`src/rtl/id_ex_stage_pkg.sv`:
```
// -----------------------------------------------------------------------------
// id_ex_stage_pkg
// Constants and helpers shared by the ID/EX pipeline stage:
//   DEF_CTRL_W  default width of the opaque decoded control bundle
//   REG_W       register-index width
//   XLEN        datapath width
//   X0          index of the hard-wired zero register
//   bypass()    writeback-to-operand bypass selection
// -----------------------------------------------------------------------------
package id_ex_stage_pkg;

    localparam int DEF_CTRL_W = 8;
    localparam int REG_W      = 5;
    localparam int XLEN       = 32;

    localparam logic [REG_W-1:0] X0 = '0;

    // Writeback data wins over the regfile read when it targets the same
    // register in the same cycle. x0 is never bypassed, because a write to
    // x0 is architecturally discarded.
    function automatic logic [XLEN-1:0] bypass(
        input logic             wb_en,
        input logic [REG_W-1:0] wb_rd,
        input logic [XLEN-1:0]  wb_data,
        input logic [REG_W-1:0] rs,
        input logic [XLEN-1:0]  rf_data
    );
        if (wb_en && (wb_rd != X0) && (wb_rd == rs)) begin
            return wb_data;
        end
        return rf_data;
    endfunction

endpackage

```
`src/rtl/id_ex_stage_hazard_unit.sv`:
```
// -----------------------------------------------------------------------------
// hazard_unit
// Combinational load-use hazard detection for the ID/EX stage.
// Ports:
//   i_rst          synchronous reset in progress (suppresses stall)
//   i_ex_flush     EX redirect this cycle (overrides the hazard)
//   i_ex_valid     EX register holds a real instruction
//   i_ex_mem_read  EX instruction is a load
//   i_ex_rd        EX destination register
//   i_id_valid     ID holds a real instruction
//   i_id_rs1/rs2   ID source registers
//   i_id_uses_rs1/rs2  ID instruction really reads that source
//   o_hz           raw load-use hazard
//   o_stall        hazard that actually stalls (not masked by flush/reset)
// -----------------------------------------------------------------------------
module hazard_unit
    import id_ex_stage_pkg::*;
(
    input  logic             i_rst,
    input  logic             i_ex_flush,
    input  logic             i_ex_valid,
    input  logic             i_ex_mem_read,
    input  logic [REG_W-1:0] i_ex_rd,
    input  logic             i_id_valid,
    input  logic [REG_W-1:0] i_id_rs1,
    input  logic [REG_W-1:0] i_id_rs2,
    input  logic             i_id_uses_rs1,
    input  logic             i_id_uses_rs2,
    output logic             o_hz,
    output logic             o_stall
);

    logic w_rs1_match;
    logic w_rs2_match;

    assign w_rs1_match = i_id_uses_rs1 && (i_id_rs1 == i_ex_rd);
    assign w_rs2_match = i_id_uses_rs2 && (i_id_rs2 == i_ex_rd);

    // A load into x0 produces nothing to wait for.
    assign o_hz = i_ex_valid && i_ex_mem_read && (i_ex_rd != X0) && i_id_valid
                  && (w_rs1_match || w_rs2_match);

    // A redirect kills the ID instruction, so there is nothing left to hold.
    assign o_stall = o_hz && !i_ex_flush && !i_rst;

endmodule

```
`src/rtl/id_ex_stage.sv`:
```
// -----------------------------------------------------------------------------
// id_ex_stage
// ID/EX pipeline register sitting directly downstream of the register file.
// Captures decoded ID fields and bypassed register operands, inserts a
// one-cycle bubble on a load-use hazard or an EX redirect, and keeps a
// saturating count of load-use stall cycles.
// Ports:
//   clk, rst                 clock, synchronous active-high reset
//   id_*                     decoded instruction in ID
//   rf_data1/rf_data2        register file read data for id_rs1/id_rs2
//   wb_en/wb_rd/wb_data      same-cycle writeback (bypassed into operands)
//   ex_flush                 EX redirect: kill the ID instruction
//   stall                    hold PC and IF/ID this cycle (combinational)
//   ex_*                     registered EX-stage copies and operands
//   stall_cnt                saturating load-use stall counter
// -----------------------------------------------------------------------------
module id_ex_stage
    import id_ex_stage_pkg::*;
#(
    parameter int CTRL_W = DEF_CTRL_W,
    parameter int CNT_W  = 16
) (
    input  logic              clk,
    input  logic              rst,
    input  logic              id_valid,
    input  logic [XLEN-1:0]   id_pc,
    input  logic [REG_W-1:0]  id_rs1,
    input  logic [REG_W-1:0]  id_rs2,
    input  logic              id_uses_rs1,
    input  logic              id_uses_rs2,
    input  logic [REG_W-1:0]  id_rd,
    input  logic [XLEN-1:0]   id_imm,
    input  logic              id_mem_read,
    input  logic [CTRL_W-1:0] id_ctrl,
    input  logic [XLEN-1:0]   rf_data1,
    input  logic [XLEN-1:0]   rf_data2,
    input  logic              wb_en,
    input  logic [REG_W-1:0]  wb_rd,
    input  logic [XLEN-1:0]   wb_data,
    input  logic              ex_flush,
    output logic              stall,
    output logic              ex_valid,
    output logic [XLEN-1:0]   ex_pc,
    output logic [XLEN-1:0]   ex_imm,
    output logic [REG_W-1:0]  ex_rs1,
    output logic [REG_W-1:0]  ex_rs2,
    output logic [REG_W-1:0]  ex_rd,
    output logic              ex_mem_read,
    output logic [CTRL_W-1:0] ex_ctrl,
    output logic [XLEN-1:0]   ex_op1,
    output logic [XLEN-1:0]   ex_op2,
    output logic [CNT_W-1:0]  stall_cnt
);

    logic              r_ex_valid;
    logic [XLEN-1:0]   r_ex_pc;
    logic [XLEN-1:0]   r_ex_imm;
    logic [REG_W-1:0]  r_ex_rs1;
    logic [REG_W-1:0]  r_ex_rs2;
    logic [REG_W-1:0]  r_ex_rd;
    logic              r_ex_mem_read;
    logic [CTRL_W-1:0] r_ex_ctrl;
    logic [XLEN-1:0]   r_ex_op1;
    logic [XLEN-1:0]   r_ex_op2;
    logic [CNT_W-1:0]  r_stall_cnt;

    logic              w_hz;
    logic              w_stall;
    logic [XLEN-1:0]   w_op1;
    logic [XLEN-1:0]   w_op2;

    hazard_unit u_hazard_unit (
        .i_rst         (rst),
        .i_ex_flush    (ex_flush),
        .i_ex_valid    (r_ex_valid),
        .i_ex_mem_read (r_ex_mem_read),
        .i_ex_rd       (r_ex_rd),
        .i_id_valid    (id_valid),
        .i_id_rs1      (id_rs1),
        .i_id_rs2      (id_rs2),
        .i_id_uses_rs1 (id_uses_rs1),
        .i_id_uses_rs2 (id_uses_rs2),
        .o_hz          (w_hz),
        .o_stall       (w_stall)
    );

    // NOTE: every variable assigned in always_comb gets its default first, so
    // no path through the block can leave it unassigned and infer a latch.
    always_comb begin
        w_op1 = rf_data1;
        w_op2 = rf_data2;
        w_op1 = bypass(wb_en, wb_rd, wb_data, id_rs1, rf_data1);
        w_op2 = bypass(wb_en, wb_rd, wb_data, id_rs2, rf_data2);
    end

    // NOTE: sequential state uses non-blocking assignments so every flop
    // samples pre-edge values regardless of statement order.
    always_ff @(posedge clk) begin
        if (rst) begin
            r_ex_valid    <= 1'b0;
            r_ex_pc       <= '0;
            r_ex_imm      <= '0;
            r_ex_rs1      <= '0;
            r_ex_rs2      <= '0;
            r_ex_rd       <= '0;
            r_ex_mem_read <= 1'b0;
            r_ex_ctrl     <= '0;
            r_ex_op1      <= '0;
            r_ex_op2      <= '0;
            r_stall_cnt   <= '0;
        end else if (ex_flush || w_hz) begin
            // Bubble: only the fields EX acts on are cleared; data fields
            // are don't-care while ex_valid is low and are simply held.
            r_ex_valid    <= 1'b0;
            r_ex_mem_read <= 1'b0;
            r_ex_ctrl     <= '0;
            // A flush wins over the hazard, so only true stalls are counted.
            if (!ex_flush && (r_stall_cnt != '1)) begin
                r_stall_cnt <= r_stall_cnt + 1'b1;
            end
        end else begin
            r_ex_valid    <= id_valid;
            r_ex_pc       <= id_pc;
            r_ex_imm      <= id_imm;
            r_ex_rs1      <= id_rs1;
            r_ex_rs2      <= id_rs2;
            r_ex_rd       <= id_rd;
            r_ex_mem_read <= id_mem_read;
            r_ex_ctrl     <= id_ctrl;
            r_ex_op1      <= w_op1;
            r_ex_op2      <= w_op2;
        end
    end

    assign stall       = w_stall;
    assign ex_valid    = r_ex_valid;
    assign ex_pc       = r_ex_pc;
    assign ex_imm      = r_ex_imm;
    assign ex_rs1      = r_ex_rs1;
    assign ex_rs2      = r_ex_rs2;
    assign ex_rd       = r_ex_rd;
    assign ex_mem_read = r_ex_mem_read;
    assign ex_ctrl     = r_ex_ctrl;
    assign ex_op1      = r_ex_op1;
    assign ex_op2      = r_ex_op2;
    assign stall_cnt   = r_stall_cnt;

endmodule
```
`config.mk`:
```
export PLATFORM = sky130hd
export DESIGN_NAME = id_ex_stage
export DESIGN_NICKNAME = d
export VERILOG_FILES = /design/src/rtl/id_ex_stage_pkg.sv /design/src/rtl/id_ex_stage_hazard_unit.sv /design/src/rtl/id_ex_stage.sv
export SDC_FILE = /design/constraint.sdc
export NUM_CORES = 1
export LEC_CHECK = 0
export ABC_AREA = 1
export BUFFER_PORTS_ARGS = -buffer_cell sky130_fd_sc_hd__buf_4
export CAP_MARGIN = 10
export CORE_AREA = 2 2 143 145
export DETAILED_ROUTE_END_ITERATION = 10
export DIE_AREA = 0 0 145 147
export GPL_ROUTABILITY_DRIVEN = 0
export GPL_TIMING_DRIVEN = 0
export PLACE_DENSITY_LB_ADDON = 0.05
export SETUP_SLACK_MARGIN = 0.3
export SLEW_MARGIN = 20
export SYNTH_ARGS = -nofsm -noshare
export SYNTH_HDL_FRONTEND = slang
export SYNTH_SLANG_ARGS = --single-unit
```
`constraint.sdc`:
```
create_clock -name clk -period 1.6 [get_ports clk]
set_input_delay 0.48 -clock clk [delete_from_list [all_inputs] [get_ports clk]]
set_output_delay 0.48 -clock clk [all_outputs]
set_load 0.03 [all_outputs]
```
# --- Yosys cells after proc, flatten, opt, wreduce, memory -nomap -nowiden ---
# Index checks and enable logic that the tools add are counted.
word_totals:
  output_inout_bits: 170
  ff_bits: 169
  wordCells: 43
classes:
  muxes: 6
  n_reduce_logical: 20
  n_addsub: 1
  eq_ne: 5
op_table:
  columns: ["op", "n"]
  rows:
  - ["32-bit 2-to-1 mux", 4]
  - ["5-bit == test", 4]
  - ["16-bit by 1-bit adder with 16-bit output, second input constant", 1]
  - ["16-bit inequality test, second input constant", 1]
  - ["1-bit logical AND", 12]
  - ["5-bit nonzero test", 2]
  - ["1-bit logical NOT", 2]
  - ["1-bit logical OR", 2]
  - ["1-bit 2-to-1 mux", 2]
  - ["2-bit AND reduction", 1]
  - ["2-bit OR reduction", 1]

# --- Logic depth before layout (Yosys ltp) ---
# Gate-level depths: netlist of the first run.
depth:
  word_depth: 6
  mapped_depth: 13
  ltp_nobuf: 11

# --- By module ---
# A second synthesis of the first run with hierarchy kept.
unflattened:
  hier_cells: 1183
  hier_area_um2: 7816.2
modules_own_cells:
  columns: ["mod", "n_inst", "cells_each", "area_per_inst_um2", "seq_area_each_um2"]
  rows:
  - ["id_ex_stage", 1, 1122, 7572.3, 3383.2]
  - ["hazard_unit", 1, 61, 244.0, 0.0]

# --- Worst setup path after synthesis of the first run ---
# No wires, ideal clock.
synth_path:
  kind: "register to output"
  startpoint: "register r_ex_rd[3] (netlist: ex_rd[3])"
  endpoint: "output stall"
  stages_incl_launch_ff: 9
  arrival_time_ns: 1.494
  required_ns: 1.120
  n_path_buf: 0
  setup_slack_ns: -0.374
  cell_sequence: "dfxtp_1 inv_1 nand2_1 nand2_1 nor2_1 nand3_1 nand2_2 nand3_1 nor2_1"
synth_via:
  elab_chain_len: 6
  word_cells_on_any_way: 11
synth_rtl:
  columns: ["element", "line", "rtl"]
  rows:
  - ["from (decl)", "id_ex_stage.sv:60", "logic [REG_W-1:0] r_ex_rd;"]
  - ["from (signal assigned)", "id_ex_stage.sv:127", "r_ex_rd <= id_rd;"]
  - ["5-bit == test (tied with other cells)", "id_ex_stage_hazard_unit.sv:36", "assign w_rs1_match = i_id_uses_rs1 && (i_id_rs1 == i_ex_rd);"]
  - ["1-bit logical AND (on tied branches)", "id_ex_stage_hazard_unit.sv:36, id_ex_stage_hazard_unit.sv:37, id_ex_stage_hazard_unit.sv:40", null]
  - ["1-bit logical OR or 1-bit logical AND (tied branches)", "id_ex_stage_hazard_unit.sv:41, id_ex_stage_hazard_unit.sv:40", null]
  - ["1-bit logical AND (*)", "id_ex_stage_hazard_unit.sv:41", "&& (w_rs1_match || w_rs2_match);"]
  - ["1-bit logical AND (*) (2 in a row)", "id_ex_stage_hazard_unit.sv:44", "assign o_stall = o_hz && !i_ex_flush && !i_rst;"]
  - ["to (decl)", "id_ex_stage.sv:41", "output logic stall,"]
# Every way passes the cells marked *; elsewhere a longest branch is shown, timed or not.

# --- Worst setup path in the final report of the first run ---
layout_path:
  startpoint: "register r_ex_rd[4] (netlist: ex_rd[4])"
  endpoint: "output stall"
# The elaborated chain is that of the path after synthesis.

==> results.rst, run 1 <==
.. list-table::
   :header-rows: 1

   * - Metric
     - Value
   * - Run status
     - finished, violations left
   * - Violated checks
     - negative setup slack
   * - Ys async rst share
     - 0%
   * - Cell Chain, Critical Path
     - inv_4, nand2_2, nand2_2, nor2_4, nand3_2, nand2_2, nand3_2, nor2_4, buf_6
   * - Deepest level of the CTS H-tree
     - 4
   * - Top Family by Delay on Critical Path
     - simple AND/OR/NAND/NOR gates
   * - DR vias
     - roughly 8.3k
   * - Fraction of post-synthesis cell area in the top cell type by area
     - ~44%
   * - Count of placed standard cells including taps
     - 1809
   * - Delay contributed by the slowest stage of the critical path
     - 0.38 ns
   * - Power consumption
     - between 10 and 15 mW
   * - Top-level I/O count
     - around 370
   * - Hold Violations, Final
     - 0
   * - Number of synthesized register bits
     - ~170
   * - Port bufs
     - about 360
   * - Sort of element at the end of the critical path
     - output port
   * - Clock slew at reported path FFs
     - ~0.070 ns
   * - Highest clock frequency the design can meet
     - 0.4873 GHz
   * - CP Class
     - reg2out
   * - Number of failing setup endpoints in the final timing report
     - 169
   * - Maximum number of pins on one net before global-route repair
     - 17
   * - Synth Warn #
     - 0
   * - Number of global-route vias before repair
     - 7670
   * - Largest clock skew in the final design
     - about 0.016 ns
   * - Library cell with the largest summed area after synthesis
     - sky130_fd_sc_hd__dfxtp_1
   * - Global-route congestion overflow total
     - 0
   * - Cell with the largest stage delay on the worst path
     - sky130_fd_sc_hd__dfxtp_4
   * - Via density per instance
     - 4.509
   * - Pwr dens
     - 950.3 nW/um2
   * - All-layer global routing usage
     - about 24%
   * - # nets final
     - about 1.8k
   * - Maximum Capacitance Violations
     - 0
   * - Avg WL per Cell
     - between 10 and 15 um
   * - Drt first-iter violations
     - 264
   * - Type of the worst min-delay path
     - in2reg
   * - Sequential area share after synthesis
     - 44.05%
   * - Largest fanout on the critical path
     - 4
   * - Worst Path Arrival
     - 1.57 ns
   * - Row cnt
     - between 50 and 60
   * - Cell with the most instances after synthesis
     - sky130_fd_sc_hd__nor2_1
   * - TritonRoute pass-1 iters
     - 4
   * - TritonCTS clock tree
     - yes
   * - Relative slew margins
     - 67.43%
   * - Number of distinct library cells after synthesis
     - 27
   * - Root Buffer
     - sky130_fd_sc_hd__clkbuf_16
   * - Final HPWL from detailed placement
     - 20.70 mm
   * - Number of buffers created by CTS
     - 17
   * - Setup repair after global routing missed its margin
     - yes
   * - Global-route wire length before repair
     - 40.87 mm
   * - Number of nets with antenna violations after detailed routing
     - 0
   * - # DRC
     - 0
   * - CP required
     - 1.12 ns
   * - Crit path buffers/inverters
     - 2
   * - Number of antenna cells inserted
     - 0
   * - Routed WL
     - 26.66 mm
   * - Starting utilization of the core area
     - 38.70%
   * - Number of cells in the finished layout apart from fillers
     - 1850
   * - Number of max-slew violations in the final report
     - 0
   * - Top cells by count, synth
     - sky130_fd_sc_hd__nor2_1, sky130_fd_sc_hd__nand2_1, sky130_fd_sc_hd__dfxtp_1, sky130_fd_sc_hd__o21ai_0, sky130_fd_sc_hd__inv_1
   * - Post-Syn Area per Cell
     - around 6.5 um2
   * - Share of cells above drive strength 1
     - 31.58%
   * - Leakage power total
     - 6.126 nW
   * - Cell area after technology mapping
     - between 7000 and 8000 um2
   * - Category of the worst setup path launch point
     - flop
   * - Horiz. Die Dim
     - between 100 and 150 um
   * - Time the final worst path needs with I/O delays and setup
     - slightly above 2 ns
   * - Maximum buffer depth of the clock tree
     - 2
   * - Fin worst setup slack
     - -0.4522 ns
   * - Top flip-flop cell by instance count after synthesis
     - sky130_fd_sc_hd__dfxtp_1
   * - IR Drop Worst-Case VDD
     - 0.7310 mV
   * - Area inside the core boundary
     - 19840 um2
   * - Count of flip-flops with a built-in enable after synthesis
     - 0
   * - Cell seen most often among critical-path stages
     - sky130_fd_sc_hd__nand2_2
   * - Later-pin clock latency in the skew report
     - 0.43 ns
   * - Part of the cycle the worst path needs
     - 128.3%
   * - Die outline height
     - 147 um
   * - Number of instances in the synthesized netlist
     - 1175
   * - Number of antenna violations at the first check in global routing
     - 0
   * - Relative area change from synthesis to final layout
     - 53.99%
   * - Nets in the synthesized netlist
     - 1372
   * - Main area contributors after synthesis
     - sky130_fd_sc_hd__dfxtp_1, sky130_fd_sc_hd__nor2_1, sky130_fd_sc_hd__nand2_1
   * - Transition at the pin with the smallest max-transition slack
     - 0.4885 ns
   * - Count of clock tree sinks
     - 169
   * - Area of the die
     - 21320 um2
[through the flow]
stage                     hold slack [ns]  instance area (um2)  util, %   TNS, ns  worst slack (ns)
after CTS                          0.2482                11750    59.19    -32.23           -0.4525
final                              0.2617                11830    59.60    -40.83           -0.4522
after global routing               0.2557                11830    59.60    -63.16           -0.5385
after detailed placement           0.4728                10910    54.97    -85.35           -0.8373
after floorplan                    0.5442                 7838        -  -0.02214          -0.02214
after global placement             0.4635                10910    54.97    -80.88           -0.7830
[power by group]
| group | total (mW) | switching [mW] | internal, mW |
|---|---|---|---|
| combinational | 2.40 | 1.37 | 1.02 |
| sequential | 4.62 | 0.150 | 4.47 |
| clock | 4.23 | 1.84 | 2.38 |
[final timing paths]
path,startpoint,end,slack [ns],cells after the start
worst max-delay path,ex_rd[4]$_SDFFE_PP0N_,stall,-0.45,9
worst min-delay path,id_ctrl[0],ex_ctrl[0]$_SDFF_PP0_,0.26,3
worst min register to register,ex_pc[28]$_SDFFE_PP0N_,ex_pc[28]$_SDFFE_PP0N_,0.48,2
worst max register to register,ex_rd[4]$_SDFFE_PP0N_,ex_op1[21]$_SDFFE_PP0N_,-0.36,15
[flip-flops by register name, indices dropped and copies added (netlist names)]
register and flops:
ex_ctrl 8, ex_rs1 5, ex_pc 32, ex_op2 32, ex_mem_read 1, ex_imm 32, ex_rd 5, ex_rs2 5
ex_valid 1, stall_cnt 16, ex_op1 32
[routing by layer]
layer  track usage [%]  wire, um
met1             29.35     11170
met4             9.109       758
met3             6.522      1687
met5                 0         0
met2             41.88     13040
[cells in the final DEF (no fill, tap or decap), types with 4 or more instances in the layout]
master,count
sky130_fd_sc_hd__a21oi_1,15
sky130_fd_sc_hd__nand3_2,5
sky130_fd_sc_hd__dfxtp_4,12
sky130_fd_sc_hd__buf_6,24
sky130_fd_sc_hd__clkbuf_16,17
sky130_fd_sc_hd__buf_1,4
sky130_fd_sc_hd__clkbuf_1,17
sky130_fd_sc_hd__nor2_1,318
sky130_fd_sc_hd__inv_6,6
sky130_fd_sc_hd__xnor2_1,9
sky130_fd_sc_hd__inv_4,4
sky130_fd_sc_hd__buf_4,368
sky130_fd_sc_hd__o21ai_1,15
sky130_fd_sc_hd__o21ai_0,130
sky130_fd_sc_hd__dfxtp_2,5
sky130_fd_sc_hd__inv_1,125
sky130_fd_sc_hd__buf_2,10
sky130_fd_sc_hd__xor2_1,13
sky130_fd_sc_hd__dfxtp_1,152
sky130_fd_sc_hd__nand3_1,23
sky130_fd_sc_hd__nand2_1,254
sky130_fd_sc_hd__nand2_2,6
[repair_timing]
item                       in CTS  in global routing
hold buffers                    0                  0
pin swaps                       7                  9
gates cloned                    3                  0
hold endpoints to repair        0                  0
resized for setup              40                 30
setup endpoints to repair     339                339
setup buffers                   5                  1
[layout make-up]
| cell class | instances | area (um2) |
|---|---|---|
| Fill cell | 1976 | 8018 |
| Multi-Input combinational cell | 809 | 3555 |
| Sequential cell | 169 | 3435 |
| Timing Repair Buffer | 373 | 2923 |
| Inverter | 134 | 524.3 |
| Buffer | 63 | 452.9 |
| Clock buffer | 18 | 439.2 |
| Tap cell | 270 | 337.8 |
| Clock inverter | 14 | 160.2 |
[kinds of logic (layout without fill, tap and decap cells)]
| logic type | count (synthesis) | after routing | synth area share (%) |
|---|---|---|---|
| fa+ha+maj | 1 | 1 | 0.1629 |
| flops | 169 | 169 | 44.05 |
| xor+xnor | 22 | 22 | 2.509 |
| simple gates | 623 | 623 | 31.57 |
| compound gates | 163 | 163 | 10.64 |
| buf+inv | 197 | 602 | 11.06 |
[worst reg2reg max path, stage by stage (launching register included)]
cell	delay, ns
sky130_fd_sc_hd__dfxtp_4	0.38
sky130_fd_sc_hd__inv_4	0.05
sky130_fd_sc_hd__nand2_2	0.05
sky130_fd_sc_hd__nand2_2	0.06
sky130_fd_sc_hd__nor2_4	0.11
sky130_fd_sc_hd__nand3_2	0.07
sky130_fd_sc_hd__nand2_2	0.09
sky130_fd_sc_hd__buf_4	0.11
sky130_fd_sc_hd__buf_6	0.10
sky130_fd_sc_hd__nand2_2	0.06
sky130_fd_sc_hd__nand2_4	0.20
sky130_fd_sc_hd__buf_16	0.18
sky130_fd_sc_hd__bufbuf_16	0.26
sky130_fd_sc_hd__nand2_1	0.04
sky130_fd_sc_hd__nand2_1	0.05
sky130_fd_sc_hd__nor2_1	0.05
Power figures use the tool's default switching activity.
==> inputs of run 2 (changes only) <==
==> constraint.sdc (replaced) <==
create_clock -name clk -period 2.1 [get_ports clk]
set_input_delay 0.63 -clock clk [delete_from_list [all_inputs] [get_ports clk]]
set_output_delay 0.63 -clock clk [all_outputs]
set_load 0.03 [all_outputs]
==> run 2 against run 1 <==
  * The run still ends with negative setup slack left
  * Total power down 20%
  * Clock power down 25%
  * Non-clock buffer count rose by 32
  * Sequential power down 23%
  * Core utilization is 8.1 points higher
  * Critical path depth unchanged
  * Final cell count grew 1.8%
  * Combinational power fell by 7%
  * Wire length grew 10%
  * Worst hold slack improved by 0.15 ns
  * Setup slack gained 0.33 ns
  * Largest power group unchanged
==> results.rst, run 2 (synthesis gave the netlist of run 1 again) <==
.. list-table::
   :header-rows: 1

   * - Metric
     - Value
   * - Number of nets with antenna violations after detailed routing
     - 0 (unchanged)
   * - Leakage power total
     - 6.612 nW (was 6.126 nW)
   * - Area used by multi-input combinational logic
     - 4394 um2 (was 3555 um2)
   * - Largest fanout on the critical path
     - 5 (was 4)
   * - Horiz. Die Dim
     - 145 um (unchanged)
   * - Drt first-iter violations
     - 400 (was 264)
   * - Hold Violations, Final
     - 0 (unchanged)
   * - Area used by sequential logic in the layout
     - 3402 um2 (was 3435 um2)
   * - Worst slack at placement
     - -0.4777 ns (was -0.8373 ns)
   * - Part of the cycle the worst path needs
     - 106.0%
   * - Worst Path Arrival
     - 1.60 ns (was 1.57 ns)
   * - Setup repair after global routing missed its margin
     - yes (unchanged)
   * - Time the final worst path needs with I/O delays and setup
     - ~2.2 ns
   * - Type of the worst min-delay path
     - in2reg (unchanged)
   * - Sort of element at the end of the critical path
     - output port (unchanged)
   * - Global-route wire length before repair
     - 40.90 mm (was 40.87 mm)
   * - Pwr dens
     - 667.5 nW/um2 (was 950.3 nW/um2)
   * - Later-pin clock latency in the skew report
     - 0.43 ns (about the same)
   * - Count of placed standard cells including taps
     - 1809 (unchanged)
   * - TritonRoute pass-1 iters
     - 5 (was 4)
   * - Violated checks
     - negative setup slack (unchanged)
   * - Count of clock tree sinks
     - 169 (unchanged)
   * - Number of max-slew violations in the final report
     - 0 (unchanged)
   * - Port bufs
     - 364 (unchanged)
   * - Maximum number of pins on one net before global-route repair
     - 17 (unchanged)
   * - IR Drop Worst-Case VDD
     - 0.5848 mV (was 0.7310 mV)
   * - Run status
     - finished, violations left (unchanged)
   * - Number of global-route vias before repair
     - 7619 (was 7670)
   * - Number of antenna violations at the first check in global routing
     - 0 (unchanged)
   * - # nets final
     - 1798 (was 1764)
   * - # DRC
     - 0 (unchanged)
   * - CP Class
     - reg2out (unchanged)
   * - Most common cell after layout, fill and taps aside
     - sky130_fd_sc_hd__buf_4 (unchanged)
   * - Largest clock skew in the final design
     - 0.01508 ns (was 0.01613 ns)
   * - Number of failing setup endpoints in the final timing report
     - 1 (was 169)
   * - Clock slew at reported path FFs
     - 0.07 ns (about the same)
   * - Top Usage Layer GRT
     - met2 (unchanged)
   * - Category of the worst setup path launch point
     - flop (unchanged)
   * - Commonest cells after routing, fill and taps aside
     - sky130_fd_sc_hd__buf_4, sky130_fd_sc_hd__nand2_1, sky130_fd_sc_hd__nor2_1 (was sky130_fd_sc_hd__buf_4, sky130_fd_sc_hd__nor2_1, sky130_fd_sc_hd__nand2_1)
   * - Maximum Capacitance Violations
     - 0 (unchanged)
   * - Global-route track usage on met1
     - 29.43% (was 29.35%)
   * - Number of antenna cells inserted
     - 0 (unchanged)
   * - Relative slew margins
     - 54.29% (was 67.43%)
   * - Via density per instance
     - 4.618 (was 4.509)
   * - Tightest hold margin
     - 0.4154 ns (was 0.2617 ns)
   * - Avg WL per Cell
     - 15.57 um (was 14.41 um)
   * - Transition at the pin with the smallest max-transition slack
     - 0.6857 ns (was 0.4885 ns)
   * - Area of the die
     - 21320 um2 (unchanged)
   * - Post-CTS Hold Buffers
     - 0 (unchanged)
   * - Maximum buffer depth of the clock tree
     - 2 (unchanged)
   * - DR vias
     - 8701 (was 8342)
   * - Share of cells above drive strength 1
     - 43.12% (was 31.58%)
   * - All-layer global routing usage
     - 24.57% (was 24.39%)
   * - Filler cells
     - 1728 (was 1976)
   * - Number of buffers created by CTS
     - 17 (unchanged)
   * - Fin worst setup slack
     - -0.1252 ns (was -0.4522 ns)
   * - TritonCTS clock tree
     - yes (unchanged)
   * - Highest clock frequency the design can meet
     - 0.4494 GHz
   * - Routed WL
     - 29.34 mm (was 26.66 mm)
   * - Row cnt
     - 52 (unchanged)
   * - Deepest level of the CTS H-tree
     - 4 (unchanged)
   * - Top-level I/O count
     - 366 (unchanged)
   * - Final HPWL from detailed placement
     - 20.77 mm (was 20.70 mm)
   * - Die outline height
     - 147 um (unchanged)
   * - Global-route congestion overflow total
     - 0 (unchanged)
   * - Power consumption
     - 8.968 mW (was 11.24 mW)
   * - Met2 demand-to-capacity share in global routing
     - 42.26% (was 41.88%)
   * - Met3 Track Usage GR
     - 7.640% (was 6.522%)
   * - Root Buffer
     - sky130_fd_sc_hd__clkbuf_16 (unchanged)
   * - Starting utilization of the core area
     - 38.70% (unchanged)
   * - CP required
     - 1.47 ns (was 1.12 ns)
   * - Relative area change from synthesis to final layout
     - 74.94% (was 53.99%)
   * - Number of cells in the finished layout apart from fillers
     - 1884 (was 1850)
   * - Area inside the core boundary
     - 19840 um2 (unchanged)
run 2: cell count changes in the layout (fill, tap and decap cells not counted), sizes merged:
| cell | delta |
|---|---|
| buf | +18 |
| bufbuf | -2 |
| clkbuf | +17 |
| clkinvlp | +3 |
| inv | -2 |
run 2: cell type report:
| type | instances | share of cell area (%) |
|---|---|---|
| buffer | 63 | 5.038 |
| timing repair inverter | 2 | 0.2328 |
| timing repair buffer | 405 | 25.63 |
| tap | 270 | 2.514 |
| clock buffer | 19 | 3.297 |
| inverter | 134 | 4.209 |
| clock inverter | 13 | 1.052 |
| sequential | 169 | 25.32 |
| multi-input combinational | 809 | 32.71 |
run 2: where the power goes:
part / switching [mW] / leakage (nW) / internal (mW) / total, mW
clock: 1.39 / 0.281 / 1.80 / 3.18
combinational: 1.22 / 4.93 / 1.00 / 2.23
sequential: 0.148 / 1.40 / 3.41 / 3.56
total: 2.76 / 6.61 / 6.21 / 8.97
run 2: worst max-delay path, stage by stage (launching register included):
cell	delay, ns
sky130_fd_sc_hd__dfxtp_4	0.38
sky130_fd_sc_hd__inv_4	0.04
sky130_fd_sc_hd__nand2_2	0.06
sky130_fd_sc_hd__nand2_2	0.05
sky130_fd_sc_hd__nor2_2	0.09
sky130_fd_sc_hd__nand3_1	0.09
sky130_fd_sc_hd__nand2_2	0.12
sky130_fd_sc_hd__nand3_2	0.10
sky130_fd_sc_hd__nor2_4	0.10
sky130_fd_sc_hd__buf_6	0.14
run 2: final timing paths:
check	from	depth (start not counted)	end	slack, ns
worst max register to register	ex_rd[1]$_SDFFE_PP0N_	16	ex_rs2[3]$_SDFFE_PP0N_	0.01
worst min-delay path	id_ctrl[1]	3	ex_ctrl[1]$_SDFF_PP0_	0.42
worst min register to register	ex_imm[27]$_SDFFE_PP0N_	2	ex_imm[27]$_SDFFE_PP0N_	0.48
worst max-delay path	ex_rd[0]$_SDFFE_PP0N_	9	stall	-0.13
run 2: what timing repair did:
item                       CTS  global route
buffers inserted             5            18
setup endpoints to repair  101           170
gates cloned                 0            20
gates resized for setup     16           448
pin swaps                    3           122
run 2: layer usage:
layer / vias up / wire length (um)
li1: 4447 / -
met1: 3936 / 11900
met2: 279 / 14540
met3: 39 / 2186
met4: 0 / 706
met5: - / 0
run 2: stage by stage:
step / area (um2) / util, % / setup TNS [ns]
after floorplan: 7731 / - / 0
after global placement: 10800 / 54.43 / -31.68
after detailed placement: 10800 / 54.43 / -30.76
after CTS: 11450 / 57.70 / -0.3364
after global routing: 13440 / 67.70 / -1.687
final: 13440 / 67.70 / -0.1252
==> inputs of run 3 (changes only) <==
--- a/config.mk
+++ b/config.mk
@@ -8,9 +8,9 @@
 export ABC_AREA = 1
 export BUFFER_PORTS_ARGS = -buffer_cell sky130_fd_sc_hd__buf_4
 export CAP_MARGIN = 10
-export CORE_AREA = 2 2 143 145
+export CORE_AREA = 2 2 140 142
 export DETAILED_ROUTE_END_ITERATION = 10
-export DIE_AREA = 0 0 145 147
+export DIE_AREA = 0 0 142 144
 export GPL_ROUTABILITY_DRIVEN = 0
 export GPL_TIMING_DRIVEN = 0
 export PLACE_DENSITY_LB_ADDON = 0.05
@@ -18,4 +18,5 @@
 export SLEW_MARGIN = 20
 export SYNTH_ARGS = -nofsm -noshare
 export SYNTH_HDL_FRONTEND = slang
+export SYNTH_HIERARCHICAL = 1
 export SYNTH_SLANG_ARGS = --single-unit
==> constraint.sdc (replaced) <==
create_clock -name clk -period 2.5 [get_ports clk]
set_input_delay 0.75 -clock clk [delete_from_list [all_inputs] [get_ports clk]]
set_output_delay 0.75 -clock clk [all_outputs]
set_load 0.03 [all_outputs]
==> run 3 against run 2 <==
  * The flow now finishes without violations
  * Setup slack improved by 0.30 ns
  * Clock skew decreased by 0.0028 ns
  * Cell area decreased by 14%
  * Total power decreased by 20%
  * Critical path type is now in2out
  * Critical endpoint unchanged
==> results.rst, run 3 <==
.. list-table::
   :header-rows: 1

   * - Metric
     - Value
   * - Final design utilization
     - 60.82% (was 67.70%)
   * - Fraction of post-synthesis cell area in the top cell type by area
     - 43.28% (was 44.05%)
   * - Run status
     - finished clean (was finished, violations left)
   * - Largest clock skew in the final design
     - 0.01227 ns (was 0.01508 ns)
   * - Later-pin clock latency in the skew report
     - 0.43 ns (about the same)
   * - Starting utilization of the core area
     - 40.97% (was 38.70%)
   * - Post-Route Setup TNS
     - 0 ns (was -0.1252 ns)
   * - Filler cells
     - 1893 (was 1728)
   * - Global-route congestion overflow total
     - 0 (unchanged)
   * - Type of the worst min-delay path
     - reg2reg (was in2reg)
   * - Routed length on met1
     - 11.46 mm (was 11.90 mm)
   * - Hold Violations, Final
     - 0 (unchanged)
   * - Count of flip-flops with a built-in enable after synthesis
     - 0 (unchanged)
   * - Row cnt
     - 51 (was 52)
   * - Count of clock tree sinks
     - 169 (unchanged)
   * - Global-route wire length before repair
     - 41.37 mm (was 40.90 mm)
   * - Top flip-flop cell by instance count after synthesis
     - sky130_fd_sc_hd__dfxtp_1 (unchanged)
   * - Number of synthesized register bits
     - 169 (unchanged)
   * - Share of cells above drive strength 1
     - 31.29% (was 43.12%)
   * - Number of antenna violations at the first check in global routing
     - 0 (unchanged)
   * - Number of antenna cells inserted
     - 0 (unchanged)
   * - # nets final
     - 1767 (was 1798)
   * - Sort of element at the end of the critical path
     - output port (unchanged)
   * - Main area contributors after synthesis
     - sky130_fd_sc_hd__dfxtp_1, sky130_fd_sc_hd__nor2_1, sky130_fd_sc_hd__nand2_1 (unchanged)
   * - Top metal layer carrying routed signals
     - met4 (unchanged)
   * - Cell Chain, Critical Path
     - buf_8, inv_1, nand2_1, nand2_2, nor2_2, nand3_1, nand2_1, nand2_2, nor2_2, buf_6 (was inv_4, nand2_2, nand2_2, nor2_2, nand3_1, nand2_2, nand3_2, nor2_4, buf_6)
   * - Category of the worst setup path launch point
     - input port (was flop)
   * - Post-CTS Hold Buffers
     - 0 (unchanged)
   * - Number of global-route vias before repair
     - 8061 (was 7619)
   * - Number of max-slew violations in the final report
     - 0 (unchanged)
   * - Via density per instance
     - 4.742 (was 4.618)
   * - Relative area change from synthesis to final layout
     - 48.45% (was 74.94%)
   * - Cell area after technology mapping
     - 7816 um2 (was 7680 um2)
   * - DR WL met2
     - 12.99 mm (was 14.54 mm)
   * - Worst slack at placement
     - -0.4948 ns (was -0.4777 ns)
   * - Fin worst setup slack
     - 0.1763 ns (was -0.1252 ns)
   * - Clock slew at reported path FFs
     - 0.06 ns (was 0.07 ns)
   * - Synth Warn #
     - 6 (was 0)
   * - Commonest cells after routing, fill and taps aside
     - sky130_fd_sc_hd__buf_4, sky130_fd_sc_hd__nor2_1, sky130_fd_sc_hd__nand2_1 (was sky130_fd_sc_hd__buf_4, sky130_fd_sc_hd__nand2_1, sky130_fd_sc_hd__nor2_1)
   * - Top-level I/O count
     - 366 (unchanged)
   * - Number of failing setup endpoints in the final timing report
     - 0 (was 1)
   * - Number of nets with antenna violations after detailed routing
     - 0 (unchanged)
   * - Die outline height
     - 144 um (was 147 um)
   * - Relative slew margins
     - 53.28% (was 54.29%)
   * - Avg WL per Cell
     - 14.98 um (was 15.57 um)
   * - Deepest level of the CTS H-tree
     - 4 (unchanged)
   * - TritonCTS clock tree
     - yes (unchanged)
   * - Pwr dens
     - 620.2 nW/um2 (was 667.5 nW/um2)
   * - Largest fanout on the critical path
     - 5 (unchanged)
   * - Leakage power total
     - 6.027 nW (was 6.612 nW)
   * - Routed WL
     - 27.26 mm (was 29.34 mm)
   * - Highest clock frequency the design can meet
     - 0.4304 GHz
   * - Routed wire length on met3
     - 1.996 mm (was 2.186 mm)
   * - CP Class
     - in2out (was reg2out)
   * - Cell with the most instances after synthesis
     - sky130_fd_sc_hd__nor2_1 (unchanged)
   * - Setup repair after global routing missed its margin
     - yes (unchanged)
   * - Post-Syn Area per Cell
     - 6.607 um2 (was 6.536 um2)
   * - DR vias
     - 8631 (was 8701)
   * - Maximum buffer depth of the clock tree
     - 2 (unchanged)
   * - Maximum number of pins on one net before global-route repair
     - 17 (unchanged)
   * - Part of the cycle the worst path needs
     - a little over 90%
   * - Final HPWL from detailed placement
     - 20.96 mm (was 20.77 mm)
   * - Transition at the pin with the smallest max-transition slack
     - 0.7008 ns (was 0.6857 ns)
   * - Area of the die
     - 20450 um2 (was 21320 um2)
   * - Root Buffer
     - sky130_fd_sc_hd__clkbuf_16 (unchanged)
   * - Drt first-iter violations
     - 370 (was 400)
   * - Area inside the core boundary
     - 19080 um2 (was 19840 um2)
   * - Port bufs
     - 365 (was 364)
   * - Worst Path Arrival
     - 1.57 ns (was 1.60 ns)
   * - # DRC
     - 0 (unchanged)
   * - Horiz. Die Dim
     - 142 um (was 145 um)
   * - Top cells by count, synth
     - sky130_fd_sc_hd__nor2_1, sky130_fd_sc_hd__nand2_1, sky130_fd_sc_hd__dfxtp_1, sky130_fd_sc_hd__o21ai_0, sky130_fd_sc_hd__inv_1 (unchanged)
   * - Time the final worst path needs with I/O delays and setup
     - ~2.3 ns
   * - All-layer global routing usage
     - 25.87% (was 24.57%)
   * - Library cell with the largest summed area after synthesis
     - sky130_fd_sc_hd__dfxtp_1 (unchanged)
   * - Number of distinct library cells after synthesis
     - 27 (unchanged)
   * - Most common cell after layout, fill and taps aside
     - sky130_fd_sc_hd__buf_4 (unchanged)
   * - Sequential area share after synthesis
     - 43.28% (was 44.05%)
   * - Maximum Capacitance Violations
     - 0 (unchanged)
   * - CP required
     - 1.75 ns (was 1.47 ns)
   * - TritonRoute pass-1 iters
     - 5 (unchanged)
   * - Number of instances in the synthesized netlist
     - 1183 (was 1175)
   * - IR Drop Worst-Case VDD
     - 0.4800 mV (was 0.5848 mV)
   * - Ys async rst share
     - 0% (unchanged)
   * - Delay contributed by the slowest stage of the critical path
     - 0.14 ns (was 0.38 ns)
   * - Nets in the synthesized netlist
     - 1380 (was 1372)
   * - Cell with the largest stage delay on the worst path
     - sky130_fd_sc_hd__buf_6 (was sky130_fd_sc_hd__dfxtp_4)
   * - Number of buffers created by CTS
     - 17 (unchanged)
==> run 3: cell types whose count changed after synthesis, sizes merged, moves of 2 or more <==
cell	before	now
xnor2	9	2
buf	40	36
o21ai	146	118
nand4	3	36
nand3	29	76
inv	133	121
nand2	262	199
nor2	324	357
nor3	4	2
clkbuf	23	37
xor2	13	8
==> run 3: per-layer routing <==
layer | up-vias | global-route usage [%]
li1 | 4454 | -
met1 | 3842 | 31.66
met2 | 290 | 44.06
met3 | 45 | 6.225
met4 | 0 | 10.11
met5 | - | 0
==> run 3: per-stage QoR <==
stage                     power [mW]  hold WS, ns  std cells  instance area, um2
final                          7.196       0.5122       1820               11600
after global routing           7.479       0.5347       1820               11600
after CTS                      7.238       0.5126       1817               11490
after detailed placement       4.481       0.4981       1786               10850
after global placement         4.472       0.4897       1786               10850
after floorplan                3.791       0.6135       1183                7816
==> run 3: cell type report <==
cell class / instances / area [um2] / share of cell area (%)
buffer: 72 / 420.4 / 3.623
inverter: 121 / 454.2 / 3.914
clock inverter: 10 / 142.6 / 1.229
sequential: 169 / 3397 / 29.28
multi-input combinational: 820 / 3620 / 31.19
tap: 238 / 297.8 / 2.566
timing repair buffer: 369 / 2811 / 24.23
clock buffer: 21 / 460.4 / 3.968
==> run 3: logic make-up after synthesis <==
| group | share of synthesized area [%] |
|---|---|
| flip-flops | 43.28 |
| AO/OA/AOI/OAI | 9.028 |
| XOR/XNOR | 1.121 |
| AND/OR/NAND/NOR | 35.71 |
| buffers and inverters | 10.69 |
| adder cells (fa/ha/maj) | 0.1601 |
==> run 3: worst paths after layout <==
| path | startpoint | slack, ns | end | depth (start not counted) |
|---|---|---|---|---|
| setup / recovery | id_rs2[1] | 0.18 | stall | 10 |
| hold reg to reg | stall_cnt[12]$_SDFFE_PP0P_ | 0.51 | stall_cnt[12]$_SDFFE_PP0P_ | 2 |
| hold / removal | stall_cnt[12]$_SDFFE_PP0P_ | 0.51 | stall_cnt[12]$_SDFFE_PP0P_ | 2 |
| setup reg to reg | ex_rd[4]$_SDFFE_PP0N_ | 0.51 | ex_rs1[3]$_SDFFE_PP0N_ | 12 |
==> run 3: critical path: cells and delay by family <==
family,cells,cell delay [ns]
buf+inv,3,0.25
simple gates,7,0.56
==> run 3: power by group <==
group | internal (mW) | switching [mW] | leakage (nW)
combinational | 0.610 | 0.884 | 4.33
sequential | 2.86 | 0.0918 | 1.40
clock | 1.63 | 1.12 | 0.294
total | 5.10 | 2.10 | 6.03
==> run 3: repair_timing <==
item | CTS | global route
endpoints found under the setup margin | 154 | 153
gates resized for setup | 18 | 52
pin swaps | 0 | 15
setup buffers | 0 | 4
